`config.mk`:
```
export PLATFORM = sky130hd
export DESIGN_NAME = temp_bcd_flat
export DESIGN_NICKNAME = d
export VERILOG_FILES = /design/src/rtl/temp_bcd_if.sv /design/src/rtl/temp_bcd.sv /design/src/flat_wrapper.sv
export SDC_FILE = /design/constraint.sdc
export NUM_CORES = 1
export LEC_CHECK = 0
export CAP_MARGIN = 20
export CORE_MARGIN = 2
export CORE_UTILIZATION = 35
export DETAILED_ROUTE_END_ITERATION = 16
export DONT_BUFFER_PORTS = 1
export GPL_TIMING_DRIVEN = 0
export SLEW_MARGIN = 15
export SYNTH_ARGS = -nofsm -noshare
export SYNTH_HDL_FRONTEND = slang
export SYNTH_SLANG_ARGS = --single-unit
export TNS_END_PERCENT = 5
```
`constraint.sdc`:
```
create_clock -name clk -period 2.6 [get_ports clk]
set_clock_uncertainty 0.05 [all_clocks]
set_input_delay 0.78 -clock clk [delete_from_list [all_inputs] [get_ports clk]]
set_output_delay 0.78 -clock clk [all_outputs]
set_load 0.02 [all_outputs]
```
`src/rtl/temp_bcd_if.sv`:
```
// ============================================================================
// temp_bcd_if : conversion request and held BCD result bundle for temp_bcd
// Revision    : 1.0
// ============================================================================
`default_nettype none

interface temp_bcd_if #(
   parameter int WIDTH = 10
);
   logic             i_start;
   logic [WIDTH-1:0] i_temp_raw;
   logic             o_busy;
   logic             o_valid;
   logic             o_sat;
   logic [3:0]       o_temp_value_ones;
   logic [3:0]       o_temp_value_tens;
   logic [3:0]       o_temp_value_huns;
   logic             o_temp_value_sign;

   modport master (
      output i_start, i_temp_raw,
      input  o_busy, o_valid, o_sat,
      input  o_temp_value_ones, o_temp_value_tens, o_temp_value_huns, o_temp_value_sign
   );

   modport slave (
      input  i_start, i_temp_raw,
      output o_busy, o_valid, o_sat,
      output o_temp_value_ones, o_temp_value_tens, o_temp_value_huns, o_temp_value_sign
   );
endinterface

`default_nettype wire

```
`src/rtl/temp_bcd.sv`:
```
// ============================================================================
// temp_bcd : signed binary to sign + 3-digit BCD converter (double dabble)
// Revision : 1.0
// ============================================================================
`default_nettype none

module temp_bcd #(
   parameter int WIDTH = 10
) (
   input  wire logic  clk,
   input  wire logic  rst_n,
   temp_bcd_if.slave  bus
);

   localparam logic [1:0] c_IDLE  = 2'd0;
   localparam logic [1:0] c_SHIFT = 2'd1;
   localparam logic [1:0] c_DONE  = 2'd2;

   logic [1:0]       r_state;
   logic [1:0]       w_next;
   logic             w_busy;
   logic             w_accept;
   logic             w_shift;
   logic             w_done;

   logic             r_sign;
   logic             r_over;
   logic [WIDTH-1:0] r_mag;
   logic [11:0]      r_bcd;
   logic [3:0]       r_cnt;

   logic             r_valid;
   logic             r_sat;
   logic             r_sign_out;
   logic [3:0]       r_ones;
   logic [3:0]       r_tens;
   logic [3:0]       r_huns;

   logic             w_sign_in;
   logic [WIDTH-1:0] w_mag_in;
   logic [11:0]      w_bcd_adj;

   // Negating the most negative word wraps to itself, which read unsigned is the right magnitude.
   assign w_sign_in = bus.i_temp_raw[WIDTH-1];
   assign w_mag_in  = w_sign_in ? -bus.i_temp_raw : bus.i_temp_raw;

   generate
      for (genvar gi = 0; gi < 3; gi++) begin : g_adj
         assign w_bcd_adj[4*gi +: 4] = (r_bcd[4*gi +: 4] >= 4'd5) ? (r_bcd[4*gi +: 4] + 4'd3)
                                                                  : r_bcd[4*gi +: 4];
      end
   endgenerate

   always_ff @(posedge clk or negedge rst_n) begin
      if (!rst_n) begin
         r_state <= c_IDLE;
      end else begin
         r_state <= w_next;
      end
   end

   always_comb begin
      w_next = r_state;
      case (r_state)
         c_IDLE:  if (bus.i_start) w_next = c_SHIFT;
         c_SHIFT: if (r_cnt == 4'd1) w_next = c_DONE;
         c_DONE:  w_next = c_IDLE;
         default: w_next = c_IDLE;
      endcase
   end

   always_comb begin
      w_busy   = (r_state != c_IDLE);
      w_accept = (r_state == c_IDLE) && bus.i_start;
      w_shift  = (r_state == c_SHIFT);
      w_done   = (r_state == c_DONE);
   end

   always_ff @(posedge clk or negedge rst_n) begin
      if (!rst_n) begin
         r_sign     <= 1'b0;
         r_over     <= 1'b0;
         r_mag      <= '0;
         r_bcd      <= '0;
         r_cnt      <= '0;
         r_valid    <= 1'b0;
         r_sat      <= 1'b0;
         r_sign_out <= 1'b0;
         r_ones     <= '0;
         r_tens     <= '0;
         r_huns     <= '0;
      end else begin
         r_valid <= 1'b0;
         if (w_accept) begin
            r_sign <= w_sign_in;
            r_mag  <= w_mag_in;
            r_over <= (32'(w_mag_in) > 32'd999);
            r_bcd  <= '0;
            r_cnt  <= 4'(WIDTH);
         end else if (w_shift) begin
            {r_bcd, r_mag} <= {w_bcd_adj, r_mag} << 1;
            r_cnt          <= r_cnt - 4'd1;
         end else if (w_done) begin
            // Above 999 the scratch has overflowed three digits, so clamp.
            r_huns     <= r_over ? 4'd9 : r_bcd[11:8];
            r_tens     <= r_over ? 4'd9 : r_bcd[7:4];
            r_ones     <= r_over ? 4'd9 : r_bcd[3:0];
            r_sat      <= r_over;
            r_sign_out <= r_sign;
            r_valid    <= 1'b1;
         end
      end
   end

   assign bus.o_busy            = w_busy;
   assign bus.o_valid           = r_valid;
   assign bus.o_sat             = r_sat;
   assign bus.o_temp_value_ones = r_ones;
   assign bus.o_temp_value_tens = r_tens;
   assign bus.o_temp_value_huns = r_huns;
   assign bus.o_temp_value_sign = r_sign_out;

endmodule

`default_nettype wire

```
`src/flat_wrapper.sv`:
```
// flat-port wrapper written by rule: the top's interface ports become plain ports
module temp_bcd_flat 
#(
   parameter int WIDTH = 10
)
  (clk, rst_n, bus_i_start, bus_i_temp_raw, bus_o_busy, bus_o_valid, bus_o_sat, bus_o_temp_value_ones, bus_o_temp_value_tens, bus_o_temp_value_huns, bus_o_temp_value_sign);
  temp_bcd_if #(.WIDTH(WIDTH)) bus_i ();
  input  wire logic clk;
  input  wire logic rst_n;
  input wire logic [$bits(bus_i.i_start)-1:0] bus_i_start;
  input wire logic [$bits(bus_i.i_temp_raw)-1:0] bus_i_temp_raw;
  output wire logic [$bits(bus_i.o_busy)-1:0] bus_o_busy;
  output wire logic [$bits(bus_i.o_valid)-1:0] bus_o_valid;
  output wire logic [$bits(bus_i.o_sat)-1:0] bus_o_sat;
  output wire logic [$bits(bus_i.o_temp_value_ones)-1:0] bus_o_temp_value_ones;
  output wire logic [$bits(bus_i.o_temp_value_tens)-1:0] bus_o_temp_value_tens;
  output wire logic [$bits(bus_i.o_temp_value_huns)-1:0] bus_o_temp_value_huns;
  output wire logic [$bits(bus_i.o_temp_value_sign)-1:0] bus_o_temp_value_sign;
  assign bus_i.i_start = bus_i_start;
  assign bus_i.i_temp_raw = bus_i_temp_raw;
  assign bus_o_busy = bus_i.o_busy;
  assign bus_o_valid = bus_i.o_valid;
  assign bus_o_sat = bus_i.o_sat;
  assign bus_o_temp_value_ones = bus_i.o_temp_value_ones;
  assign bus_o_temp_value_tens = bus_i.o_temp_value_tens;
  assign bus_o_temp_value_huns = bus_i.o_temp_value_huns;
  assign bus_o_temp_value_sign = bus_i.o_temp_value_sign;
  temp_bcd #(.WIDTH(WIDTH)) u_core (.clk(clk), .rst_n(rst_n), .bus(bus_i));
endmodule
```
# == Word-level counts from Yosys, hierarchy flattened ==
# Index checks and enable logic that the tools add are counted.
# totals
reg_bits,45
input_bits,13
out_inout_bits,16
wordCells,53
# op_classes
addsub,5
order_cmp,4
eq_ne,5
muxes,19
bitwise,2
n_reduce_logical,6
# op_table
operator,n
$mux W10,3
$mux W4,7
$mux W12,2
$ge A4 B3 Y1 const B,3
$gt A10 B10 Y1 const B,1
$neg A10 Y10,1
$add A4 B2 Y4 const B,2
$eq A4 B1 Y1 const B,1
$mux W2,2
$ne A2 B2 Y1 const B,2
$pmux W2 S2,1
$reduce_bool A2 Y1,2
$sub A4 B1 Y4 const B,1
$add A3 B2 Y3 const B,1
$mux W1,3
$mux W3,1
$reduce_and A3 Y1,1
$eq A2 B1 Y1 const B,1
$eq A2 B2 Y1 const B,1
$logic_not A2 Y1,1
$not A1 Y1,2
$reduce_and A2 Y1,1
$logic_and A1 B1 Y1,1

# == Depth between registers and ports, before layout ==
# depth
depth_word,4
ltp_mapped,6
ltp_nobuf,6

# == Least setup slack after synthesis ==
# OpenSTA, ideal clock, no wires.
# synth_path
path_kind,input port to flip-flop
startpoint,input bus_i_temp_raw[1]
endpoint,register u_core.r_mag[5]
setup_time_ps,127
arrival_time_ps,1579
required_time_ps,2423
slack_ps,845
path_stages,4
n_path_buf,0
cell_sequence,or2_2 o41ai_1 xor2_1 o21ai_1
# synth_between
elab_chain_len,3
# synth_rtl
item,line,text
start: declaration,flat_wrapper.sv:11,input wire logic [$bits(bus_i.i_temp_raw)-1:0] bus_i_temp_raw;
$neg A10 Y10,temp_bcd.sv:45,assign w_mag_in = w_sign_in ? -bus.i_temp_raw : bus.i_temp_raw;
$mux W10,temp_bcd.sv:45,
$mux W10,temp_bcd.sv:94,if (w_accept) begin
end signal: assignment,temp_bcd.sv:96,r_mag <= w_mag_in;
end signal: assignment,temp_bcd.sv:101,"{r_bcd, r_mag} <= {w_bcd_adj, r_mag} << 1;"
end: declaration,temp_bcd.sv:28,logic [WIDTH-1:0] r_mag;
# Every way passes these cells.
# A chain may end at the register's enable or synchronous reset.

# == Final worst setup path ==
# layout_path
startpoint,register u_core.r_state[1]
endpoint,output bus_o_busy
# layout_between
elab_chain_len,1
# layout_rtl
item,line,text
start: declaration,temp_bcd.sv:19,logic [1:0] r_state;
start signal: assignment,temp_bcd.sv:56,r_state <= c_IDLE;
start signal: assignment,temp_bcd.sv:58,r_state <= w_next;
$reduce_bool A2 Y1,temp_bcd.sv:73,w_busy = (r_state != c_IDLE);
end: declaration,flat_wrapper.sv:12,output wire logic [$bits(bus_i.o_busy)-1:0] bus_o_busy;
# Every way passes these cells.

==> qor.csv <==
stage,metric,value,unit
cts,Post-CTS Hold Buffers,0,
cells_and_area,Fill cells,634,
cts,CTS Root Cell,clkbuf_8,
die,Core Area,0.00628,mm^2
power,PwrDens,1100,mW/mm^2
timing,pins over their slew limit,0,
synth,Synth area leader,dfrtp_1,
cells_and_area,layout cell share with drive strength beyond 1,0.105,
timing,TNS Setup,0,ps
die,die area,0.00711,mm^2
synth,count of state elements after synthesis,45,
cts,worst-skew pair later-pin latency,300,ps
cts,CTS buffer count,5,
place,RD Place Congestion,0.762,
global_route,largest net degree at the start of global routing,46,
critical_path,critical path's slowest cell,dfrtp_1,
timing,FMAX,0.510,GHz
synth,ranking of synthesized cells by area,"dfrtp_1, ha_1, nand2_1",
critical_path,critical path endpoint category,output port,
synth,Post-synth top cells,"dfrtp_1, nand2_1, o21ai_0",
power,total power,2.69,mW
synth,"count leader, synth",dfrtp_1,
cts,Post-CTS Setup Inserts,0,
synth,Most used DFF post-synth,dfrtp_1,
place,port bufs,0,
synth,"Cell Area, Synth",0.00226,mm^2
die,die extent in y,84.3,um
critical_path,kind of critical path,reg -> out,
power,Max VDD drop,550,uV
critical_path,worst path required time,1770,ps
cells_and_area,ant diodes,0,
synth,ys async rst share,1.00,
cts,clk slew on worst S/H paths,80,ps
drt,via count,1603,
cells_and_area,final design area excluding fillers,0.00244,mm^2
drt,routed wire length,4450,um
timing,period utilization,0.754,
cells_and_area,nets,260,
min_path,worst hold path type,in -> async,
timing,Final setup viols,0,
die,boundary pin count,29,
synth,Mapped Nets,253,
timing,unrepaired setup endpoints after global routing,no,
drt,1st-iter DRT viols,47,
critical_path,CP cell instances,or2_4,
run_status,status,"finished, final reports clean",
critical_path,"delay-heaviest family, CP",flip-flops,
critical_path,minimum setup slack among reg-to-reg paths,880,ps
place,Placed Area,0.00235,mm^2
place,DP HPWL,3160,um
synth,post-synth cell types,36,
global_route,vias in the first global route,1669,
die,Die X,84.3,um
critical_path,worst r2r path cells,6,
cells_and_area,register area,0.00113,mm^2
timing,final hold slack,120,ps
drt,drt first pass iters,4,
run,max cap viols,0,
die,Initial Util,0.360,
timing,Worst slew margin,0.601,
cts,TritonCTS clock tree,built,
drt,WL/cell,14.1,um
timing,Final Hold Fails,0,
drt,via density per instance,5.07,
cts,cts repair resizes,0,
global_route,initial antenna violation count,0,
cts,clock tree buffer depth,2,
synth,Post-synth EDFFs,0,
cells_and_area,Finished Core Util,0.388,
critical_path,WP data arrival,1130,ps
synth,Yosys warning total,0,
cts,CTS Sinks,45,
critical_path,slowest cell delay on critical path,510,ps
critical_path,Reg-to-Reg End,u_core.r_bcd[2],
global_route,total gr overflow,0,
global_route,GR Util All Layers,0.134,
global_route,first-pass GRT wire length,7620,um
critical_path,CP Launch Type,flop,
synth,synthesized instance count,231,
timing,Final min period,1960,ps
critical_path,RR Startpoint,u_core.r_bcd[0],
timing,measured slew at the worst slew-check pin,593,ps
cts,htree depth,2,
synth,Syn Area/Cell,9.78,um^2
die,number of core rows,29,
cells_and_area,multi-input logic area,0.00102,mm^2
synth,post-synthesis sequential area ratio,0.499,
cells_and_area,Layout area overhead,7.92,%
critical_path,Bufs and invs on worst path,0,
synth,Yosys top cell area share,0.499,
drt,drc violations,0,
critical_path,"critical path fanouts, max",10,
drt,Antenna Nets Post-Route,0,
power,Lkg Pwr,1.09,nW
## layout make-up
class,instances,share of cell area
Inverter,13,0.0200
Tap cell,77,0.0395
Multi-Input combinational cell,163,0.417
Clock buffer,6,0.0298
Sequential cell,45,0.462
Clock inverter,2,0.00411
Buffer,10,0.0272
## layout by cell type, fill, tap and decap left out, types with 3 or more instances in the layout
cell	count
o21ai_1	13
buf_6	3
o21ai_0	18
nor3_1	3
a21oi_1	8
buf_2	5
xnor2_1	9
inv_1	13
mux2_2	5
nand3_1	7
nand2_1	30
xor2_1	5
nand2b_1	9
dfrtp_1	45
a22oi_1	6
a22o_1	3
clkbuf_8	5
nor2_1	13
o31ai_1	4
ha_1	9
clkbuf_1	3
## state kept, by name (all words and copies together), names as in the netlist
signal,cells
u_core.r_state,2
u_core.bus.o_temp_value_huns,4
u_core.r_mag,10
u_core.bus.o_temp_value_ones,4
u_core.r_cnt,4
u_core.r_bcd,12
u_core.bus.o_sat,1
u_core.r_over,1
u_core.r_sign,1
u_core.bus.o_temp_value_sign,1
u_core.bus.o_valid,1
u_core.bus.o_temp_value_tens,4
## worst max-delay path by stage
stage                 startpoint         endpoint  slack, ps  cells after the start
2_1_floorplan  bus_i_temp_raw[1]  u_core.r_mag[5]        840                      4
3_3_place_gp   bus_i_temp_raw[4]  u_core.r_mag[8]        680                      4
3_5_place_dp   bus_i_temp_raw[4]  u_core.r_mag[6]        650                      4
4_1_cts        u_core.r_state[1]       bus_o_busy        630                      1
5_1_grt        u_core.r_state[1]       bus_o_busy        600                      1
6_report       u_core.r_state[1]       bus_o_busy        640                      1
## metrics by stage
| stage | std cells | worst slack, ps |
|---|---|---|
| 4_1_cts | 316 | 635 |
| 5_1_grt | 316 | 599 |
| 2_1_floorplan | 231 | 845 |
| 6_report | 316 | 639 |
| 3_3_place_gp | 308 | 679 |
| 3_5_place_dp | 308 | 652 |
## power breakdown
part / internal (mW) / switching, mW
registers: 0.969 / 0.300
logic: 0.461 / 0.543
clock network: 0.187 / 0.230
total: 1.62 / 1.07
## worst reg2reg max path, delay by kind of cell, from the launching register on
kind / cells / cell delay, ps
multiplexers: 1 / 370
AND/OR/NAND/NOR: 1 / 60
flip-flops: 1 / 420
buffers and inverters: 1 / 130
adder cells (fa/ha/maj): 1 / 200
AO/OA/AOI/OAI: 2 / 410
## metal layers
| layer | wire length, um | up-vias | track usage | share of wire |
|---|---|---|---|---|
| li1 | - | 805 | - | - |
| met1 | 2130 | 760 | 0.177 | 0.48 |
| met2 | 2090 | 32 | 0.214 | 0.47 |
| met3 | 188 | 6 | 0.0423 | 0.042 |
| met4 | 50 | 0 | 0.0346 | 0.011 |
| met5 | 0 | - | 0 | 0 |
## logic make-up (layout without fill, tap and decap cells)
family / count (synthesis) / count (layout) / synth area share
adders and majority gates: 9 / 9 / 0.0499
xor gates and xnor gates: 14 / 14 / 0.0543
and+or+nand+nor: 74 / 74 / 0.156
AOI/OAI and AO/OA: 60 / 60 / 0.161
muxes: 6 / 6 / 0.0294
DFF: 45 / 45 / 0.499
buffers and inverters: 23 / 31 / 0.0510
No activity file was read; power rests on OpenSTA's default activity.
